--- src/rtl/adder_op_sequencer.sv ---
// Synchronous launch/settle/capture wrapper around a combinational ripple adder.
// Optional overflow event counter enabled by defining ADDER_OVF_COUNT_EN.
module adder_op_sequencer #(
  parameter int unsigned WIDTH         = 4,
  parameter int unsigned SETTLE_CYCLES = 4
) (
  input  logic             clk,
  input  logic             reset,
  input  logic             in_valid,
  output logic             in_ready,
  input  logic [WIDTH-1:0] in_a,
  input  logic [WIDTH-1:0] in_b,
  output logic [WIDTH-1:0] add_a,
  output logic [WIDTH-1:0] add_b,
  input  logic [WIDTH-1:0] add_sum,
  input  logic             add_carryout,
  input  logic             add_overflow,
  output logic             out_valid,
  input  logic             out_ready,
  output logic [WIDTH-1:0] out_sum,
  output logic             out_carryout,
  output logic             out_overflow,
`ifdef ADDER_OVF_COUNT_EN
  input  logic             ovf_clear,
  output logic [7:0]       ovf_count,
`endif
  output logic             busy
);

  localparam int unsigned CW = (SETTLE_CYCLES < 2) ? 1 : $clog2(SETTLE_CYCLES + 1);

  typedef enum logic [1:0] {
    IDLE,
    SETTLE,
    HOLD
  } state_t;

  state_t          state_q, state_d;
  logic [CW-1:0]   cnt_q, cnt_d;
  logic [WIDTH-1:0] add_a_q, add_a_d;
  logic [WIDTH-1:0] add_b_q, add_b_d;
  logic [WIDTH-1:0] sum_q, sum_d;
  logic            cout_q, cout_d;
  logic            ovf_q, ovf_d;

  always_ff @(posedge clk or posedge reset) begin
    if (reset) begin
      state_q <= IDLE;
      cnt_q   <= '0;
      add_a_q <= '0;
      add_b_q <= '0;
      sum_q   <= '0;
      cout_q  <= 1'b0;
      ovf_q   <= 1'b0;
    end else begin
      state_q <= state_d;
      cnt_q   <= cnt_d;
      add_a_q <= add_a_d;
      add_b_q <= add_b_d;
      sum_q   <= sum_d;
      cout_q  <= cout_d;
      ovf_q   <= ovf_d;
    end
  end

  always_comb begin
    state_d = state_q;
    cnt_d   = cnt_q;
    add_a_d = add_a_q;
    add_b_d = add_b_q;
    sum_d   = sum_q;
    cout_d  = cout_q;
    ovf_d   = ovf_q;
    unique case (state_q)
      IDLE: begin
        if (in_valid) begin
          add_a_d = in_a;
          add_b_d = in_b;
          cnt_d   = CW'(SETTLE_CYCLES);
          state_d = SETTLE;
        end
      end
      SETTLE: begin
        cnt_d = cnt_q - CW'(1);
        // Capture on the last settle edge so latency is exactly SETTLE_CYCLES.
        if (cnt_q == CW'(1)) begin
          sum_d   = add_sum;
          cout_d  = add_carryout;
          ovf_d   = add_overflow;
          state_d = HOLD;
        end
      end
      HOLD: begin
        if (out_ready) state_d = IDLE;
      end
      default: state_d = IDLE;
    endcase
  end

  assign in_ready     = (state_q == IDLE);
  assign out_valid    = (state_q == HOLD);
  assign busy         = (state_q != IDLE);
  assign add_a        = add_a_q;
  assign add_b        = add_b_q;
  assign out_sum      = sum_q;
  assign out_carryout = cout_q;
  assign out_overflow = ovf_q;

`ifdef ADDER_OVF_COUNT_EN
  logic [7:0] ovf_cnt_q;

  always_ff @(posedge clk or posedge reset) begin
    if (reset) begin
      ovf_cnt_q <= '0;
    end else if (ovf_clear) begin
      ovf_cnt_q <= '0;
    end else if (state_q == HOLD && out_ready && ovf_q && ovf_cnt_q != 8'hFF) begin
      ovf_cnt_q <= ovf_cnt_q + 8'd1;
    end
  end

  assign ovf_count = ovf_cnt_q;
`endif

endmodule

--- config.mk ---
export PLATFORM = sky130hd
export DESIGN_NAME = adder_op_sequencer
export DESIGN_NICKNAME = d
export VERILOG_FILES = /design/src/rtl/adder_op_sequencer.sv
export SDC_FILE = /design/constraint.sdc
export NUM_CORES = 1
export LEC_CHECK = 0
export CORE_UTILIZATION = 41
export DETAILED_ROUTE_END_ITERATION = 6
export PLACE_DENSITY_LB_ADDON = 0.1
export SYNTH_ARGS = -nofsm -noshare
export SYNTH_HDL_FRONTEND = slang
export SYNTH_SLANG_ARGS = --single-unit
--- constraint.sdc ---
create_clock -name clk -period 1.45 [get_ports clk]
set_input_delay 0.2175 -clock clk [delete_from_list [all_inputs] [get_ports clk]]
set_output_delay 0.2175 -clock clk [all_outputs]
set_load 0.01 [all_outputs]
Word level (Yosys, flattened, before mapping)

Index checks and enable logic that the tools add are counted.

Register bits after elaboration: 19
Latch bits: 0
Bits in writable memories: 0
Bits in read-only memories: 0
Input bits: 18
Output and inout port bits: 17
Word-level logic and storage cells: 27
Memories kept: 0

$add $sub $neg: 1
$mul: 0
Divide/modulo/power cells: 0
$lt $le $gt $ge: 0
Equal/unequal tests: 6
Shifts and indexed selects: 0
Mux-type cells: 6
Bitwise gates (word level): 0
Reduce and logical (&&, ||, !) cells: 7

Operators with widths:

| kind                | number |
|---|---|
| $mux 2              | 3 |
| $pmux 2 s3          | 1 |
| $pmux 3 s2          | 1 |
| $reduce_and 2->1    | 3 |
| $ne 2x2->1 const B  | 2 |
| $reduce_bool 2->1   | 2 |
| $eq 3x1->1 const B  | 1 |
| $mux 3              | 1 |
| $reduce_and 3->1    | 1 |
| $sub 3x1->3 const B | 1 |
| $eq 2x1->1 const B  | 1 |
| $eq 2x2->1 const B  | 1 |
| $logic_not 2->1     | 1 |
| $ne 2x1->1 const B  | 1 |

Longest topological paths before layout

Depth in word-level cells: 3
Mapped depth: 5
Mapped depth without buffers: 4

Least setup slack after synthesis

No wires, ideal clock.

Path kind: register -> register
Start: register cnt_q[1]
End: register cout_q, in the netlist out_carryout
Setup time: 0.125 ns
Data arrival time: 1.186 ns
Data required time: 1.325 ns
Path slack: 0.139 ns
Stages on the path, launching flop included: 6
Path buffers: 1
Period minus slack after synthesis: 1.311 ns
Cells stage by stage: dfrtp_1 inv_1 ha_1 and4bb_1 buf_6 mux2_4

Cells in the longest elaborated chain, start to end: 2

Ends and longest elaborated chain:

| element                           | RTL line | source |
|---|---|---|
| from (decl)                       | 39       | `logic [CW-1:0] cnt_q, cnt_d;` |
| from (signal assigned)            | 57       | `cnt_q <= cnt_d;` |
| $eq 3x1->1                        | 86       | `if (cnt_q == CW'(1)) begin` |
| $reduce_and 2->1 (no source line) | n/a      |  |
| to (signal assigned)              | 61       | `cout_q <= cout_d;` |
| to (decl)                         | 43       | `logic cout_q, cout_d;` |

No other way between the ends.
A chain may end at the register's enable or synchronous reset.

Worst setup path after layout

Start: register cnt_q[1]
End: register sum_q[2], in the netlist out_sum[2]

Cells in the longest elaborated chain, start to end: 2

Ends and longest elaborated chain:

| element                           | RTL line | source |
|---|---|---|
| $eq 3x1->1                        | 86       |  |
| $reduce_and 2->1 (no source line) | n/a      |  |
| to (signal assigned)              | 60       | `sum_q <= sum_d;` |
| to (decl)                         | 42       | `logic [WIDTH-1:0] sum_q, sum_d;` |

No other way between the ends.

==> run_results.csv <==
group,metric,value,unit
route,first_pass_iters,2,
die,dieHeight,47.1,um
timing,final.min_clock_period,1.40,ns
grt,grt_overflow_total,0,
placed_design,dp_cells,119,
placed_design,port_buffers,34,
grt,first_global_vias,586,
logic_synthesis,synth_top_cell_by_area,"dfrtp_1",
logic_synthesis,synth_top_family_by_area,"multiplexers",
logic_synthesis,synth.area.top_cells,"dfrtp_1, mux2_2, mux2_4, ha_1, inv_1",
logic_synthesis,synth_simple_gate_area_share,9.31,%
die,num_rows,15,
timing,slew_headroom,83.9,%
logic_synthesis,synth.yosys.seq_area_share,57.1,%
grt,grt_pass1_wl,2530,um
critical_path,required,1.65,ns
route,met2_length,790,um
critical_path,path_class,"flip-flop to flip-flop",
placed_design,gp_congestion,0.757,
timing,skew,0.00741,ns
logic_synthesis,yosysUniqueCellTypes,20,
logic_synthesis,synthCells,55,
placed_design,dp_slack,-0.0857,ns
pwr,seqPwrFrac,37.8,%
job,drv_cap,0,
critical_path,r2r_end,"out_sum[2]$_DFFE_PP0P_",
route,wl_met3,144,um
route,ant_nets,0,
critical_path,critPathBufInv,2,
grt,grt_usage,17.0,%
cts,cts_buffers,3,
pwr,total_power,2.47,mW
timing,drv_slew,0,
logic_synthesis,synth_warnings,0,
route,drt-met1-wl,716,um
pwr,p_comb_share,51.2,%
run_status,status,"complete, no violations",
layout,fin_util,70.4,%
timing,setup_ws,0.0533,ns
grt,antenna_found_initial,0,
route,routedWlPerCell,13.6,um
layout,layout-drive-gt1-share,33.7,%
logic_synthesis,synth-compound-area-share,4.20,%
layout,stdcell_area,0.00128,mm2
timing,hold_violations,0,
pwr,peakVddDrop,1010,uV
critical_path,rr_worst_depth,5,
critical_path,cp.depth,5,
pwr,power.density,1930,mW/mm2
cts,cts_root_buffer,"clkbuf_4",
worst_hold_path,hold_class,"primary input to async pin",
route,drt_wl_total,1670,um
cts,clk_pin_slew,0.11,ns
die,start_util,45.8,%
logic_synthesis,yosysTopAreaCellShare,57.1,%
die,dieArea,0.00222,mm2
pwr,p_leak,0.689,nW
critical_path,r2r-start,"cnt_q[1]$_DFFE_PP0P_",
route,drt_iter0_drc,16,
critical_path,r2r_setup_slack,0.05,ns
grt,grt_max_degree,20,
critical_path,start_kind,"flip-flop",
timing,rsz0062_at_grt,"no",
logic_synthesis,synth_fa_ha_area_share,3.00,%
pwr,switching_share,31.8,%
timing,fin_hold_ws,0.213,ns
timing,worstMarginPinSlew,0.242,ns
timing,max_freq,0.716,GHz
pwr,p_int,1.69,mW
critical_path,critPathMaxFanout,7,
pwr,clockPowerShare,11.1,%
logic_synthesis,syn_avg_cell_area,15.2,um2
timing,min_period_over_period,96.3,%
logic_synthesis,synth_area,833,um2
timing,finalSetupViolCount,0,
cts,cts.sinks,19,
critical_path,crit_arrival,1.60,ns
logic_synthesis,synth_xor_area_share,0,%
cts,cts_hold_buf,0,
critical_path,worstPathCellList,"inv_1 > ha_1 > and4bb_1 > buf_6 > mux2_4",
layout,final_nets,119,
cts,cts_max_path_buffers,2,
route,drt-vias-per-instance,4.70,
critical_path,max_stage_delay,0.38,ns
route,drc,0,
pwr,switchingPower,0.787,mW
timing,final.setup.tns,0,ns
layout,n_antenna_cell,0,
placed_design,place_hpwl,1220,um
cts,h-tree-depth,1,
layout,fin_cells,123,
layout,area_delta_synth_final,53.9,%
logic_synthesis,synth_seq_cells,19,
route,vias,578,
cts,cts_tree,"yes",
placed_design,place_area,0.00124,mm2
die,die_w,47.1,um
die,coreArea,0.00182,mm2
critical_path,cp_top_family,"flip-flops",
die,ios,35,
cts,clk_latency,0.30,ns
logic_synthesis,syn_nets,75,
critical_path,end_kind,"flip-flop",
route,routed.top_layer,"met4",
logic_synthesis,yosys-mux-area-fraction,22.8,%
critical_path,critPathSlowestCell,"dfrtp_1",
-- registers in the layout, summed over array words and instances, names as in the netlist --
register      flops
add_a             4
add_b             4
cnt_q             3
out_carryout      1
out_overflow      1
out_sum           4
state_q           2
-- synthesized netlist by cell type --
master,count
mux2_4,6
inv_1,5
and2_1,1
nand2_1,1
o21ba_2,1
buf_6,1
and4bb_1,1
nor3b_4,1
or2_2,1
o22ai_1,1
or2b_1,1
nor2b_1,1
o221a_2,1
or3b_2,1
dfrtp_1,19
mux2_2,8
a21o_1,1
nand3b_1,1
mux2i_1,1
ha_1,2
-- layout make-up --
cell class / count / area, um2
clock inverter: 1 / 5.00
sequential: 19 / 475
multi-input combinational: 30 / 330
inverter: 5 / 18.8
timing repair buffer: 40 / 399
fill: 146 / 538
clock buffer: 3 / 22.5
tap: 25 / 31.3
-- kinds of logic (layout without fill, tap and decap cells) --
kind of cell,Yosys count,in the layout
adder cells (fa/ha/maj),2,2
buffers and inverters,6,49
AND/OR/NAND/NOR,9,9
AO/OA/AOI/OAI,4,4
flip-flops,19,19
multiplexers,15,15
-- how the worst max path moves through the flow --
stage,startpoint,slack [ns],end
global route,state_q[1]$_DFFE_PP0P_,0.005,in_ready
finish,cnt_q[1]$_DFFE_PP0P_,0.05,out_sum[2]$_DFFE_PP0P_
global placement,in_valid,-0.05,add_a[0]$_DFFE_PP0P_
detailed placement,in_valid,-0.09,add_b[0]$_DFFE_PP0P_
floorplan,cnt_q[1]$_DFFE_PP0P_,0.14,out_carryout$_DFFE_PP0P_
CTS,add_a[0]$_DFFE_PP0P_,0.003,add_a[0]
-- power groups by stage --
stage / clock network, mW / registers (mW) / logic (mW)
2_1_floorplan: 0 / 1.05 / 0.592
3_3_place_gp: 0 / 0.946 / 1.31
5_1_grt: 0.303 / 0.969 / 1.39
4_1_cts: 0.276 / 0.949 / 1.31
6_report: 0.274 / 0.934 / 1.27
3_5_place_dp: 0 / 0.954 / 1.36
-- layer usage --
layer  global-route usage [%]  up-vias
met5                        0        -
met4                     6.86        0
met3                     3.85        3
met2                     29.2       31
met1                     20.6      269
li1                         -      275
-- what timing repair did --
item,CTS,global route
buffers inserted,0,0
gates resized for setup,15,12
hold endpoints to repair,0,0
setup endpoints to repair,5,12
-- cells in the final DEF, fill, tap and decap left out --
cell / Yosys / final
a21o_1: 1 / 1
and2_1: 1 / 1
and4bb_1: 1 / 1
buf_2: 0 / 3
buf_4: 0 / 5
buf_6: 1 / 1
clkbuf_4: 0 / 3
clkdlybuf4s50_1: 0 / 18
clkinv_2: 0 / 1
dfrtp_1: 19 / 19
dlygate4sd2_1: 0 / 2
dlymetal6s2s_1: 0 / 11
ha_1: 2 / 2
inv_1: 5 / 5
mux2_2: 8 / 8
mux2_4: 6 / 6
mux2i_1: 1 / 1
nand2_1: 1 / 1
nand3b_1: 1 / 1
nor2b_2: 0 / 1
nor3b_4: 1 / 1
o21ba_2: 1 / 1
o221a_2: 1 / 1
o22ai_1: 1 / 1
or2_2: 1 / 1
or2b_1: 1 / 1
or3b_2: 1 / 1
-- worst register-to-register path: cells and delay by family, from the launching register on --
kind	cells	cell delay, ns
and+or+nand+nor	1	0.21
buffers and inverters	2	0.24
adders and majority gates	1	0.17
DFF	1	0.38
muxes	1	0.31
No activity file was read; power rests on OpenSTA's default activity.
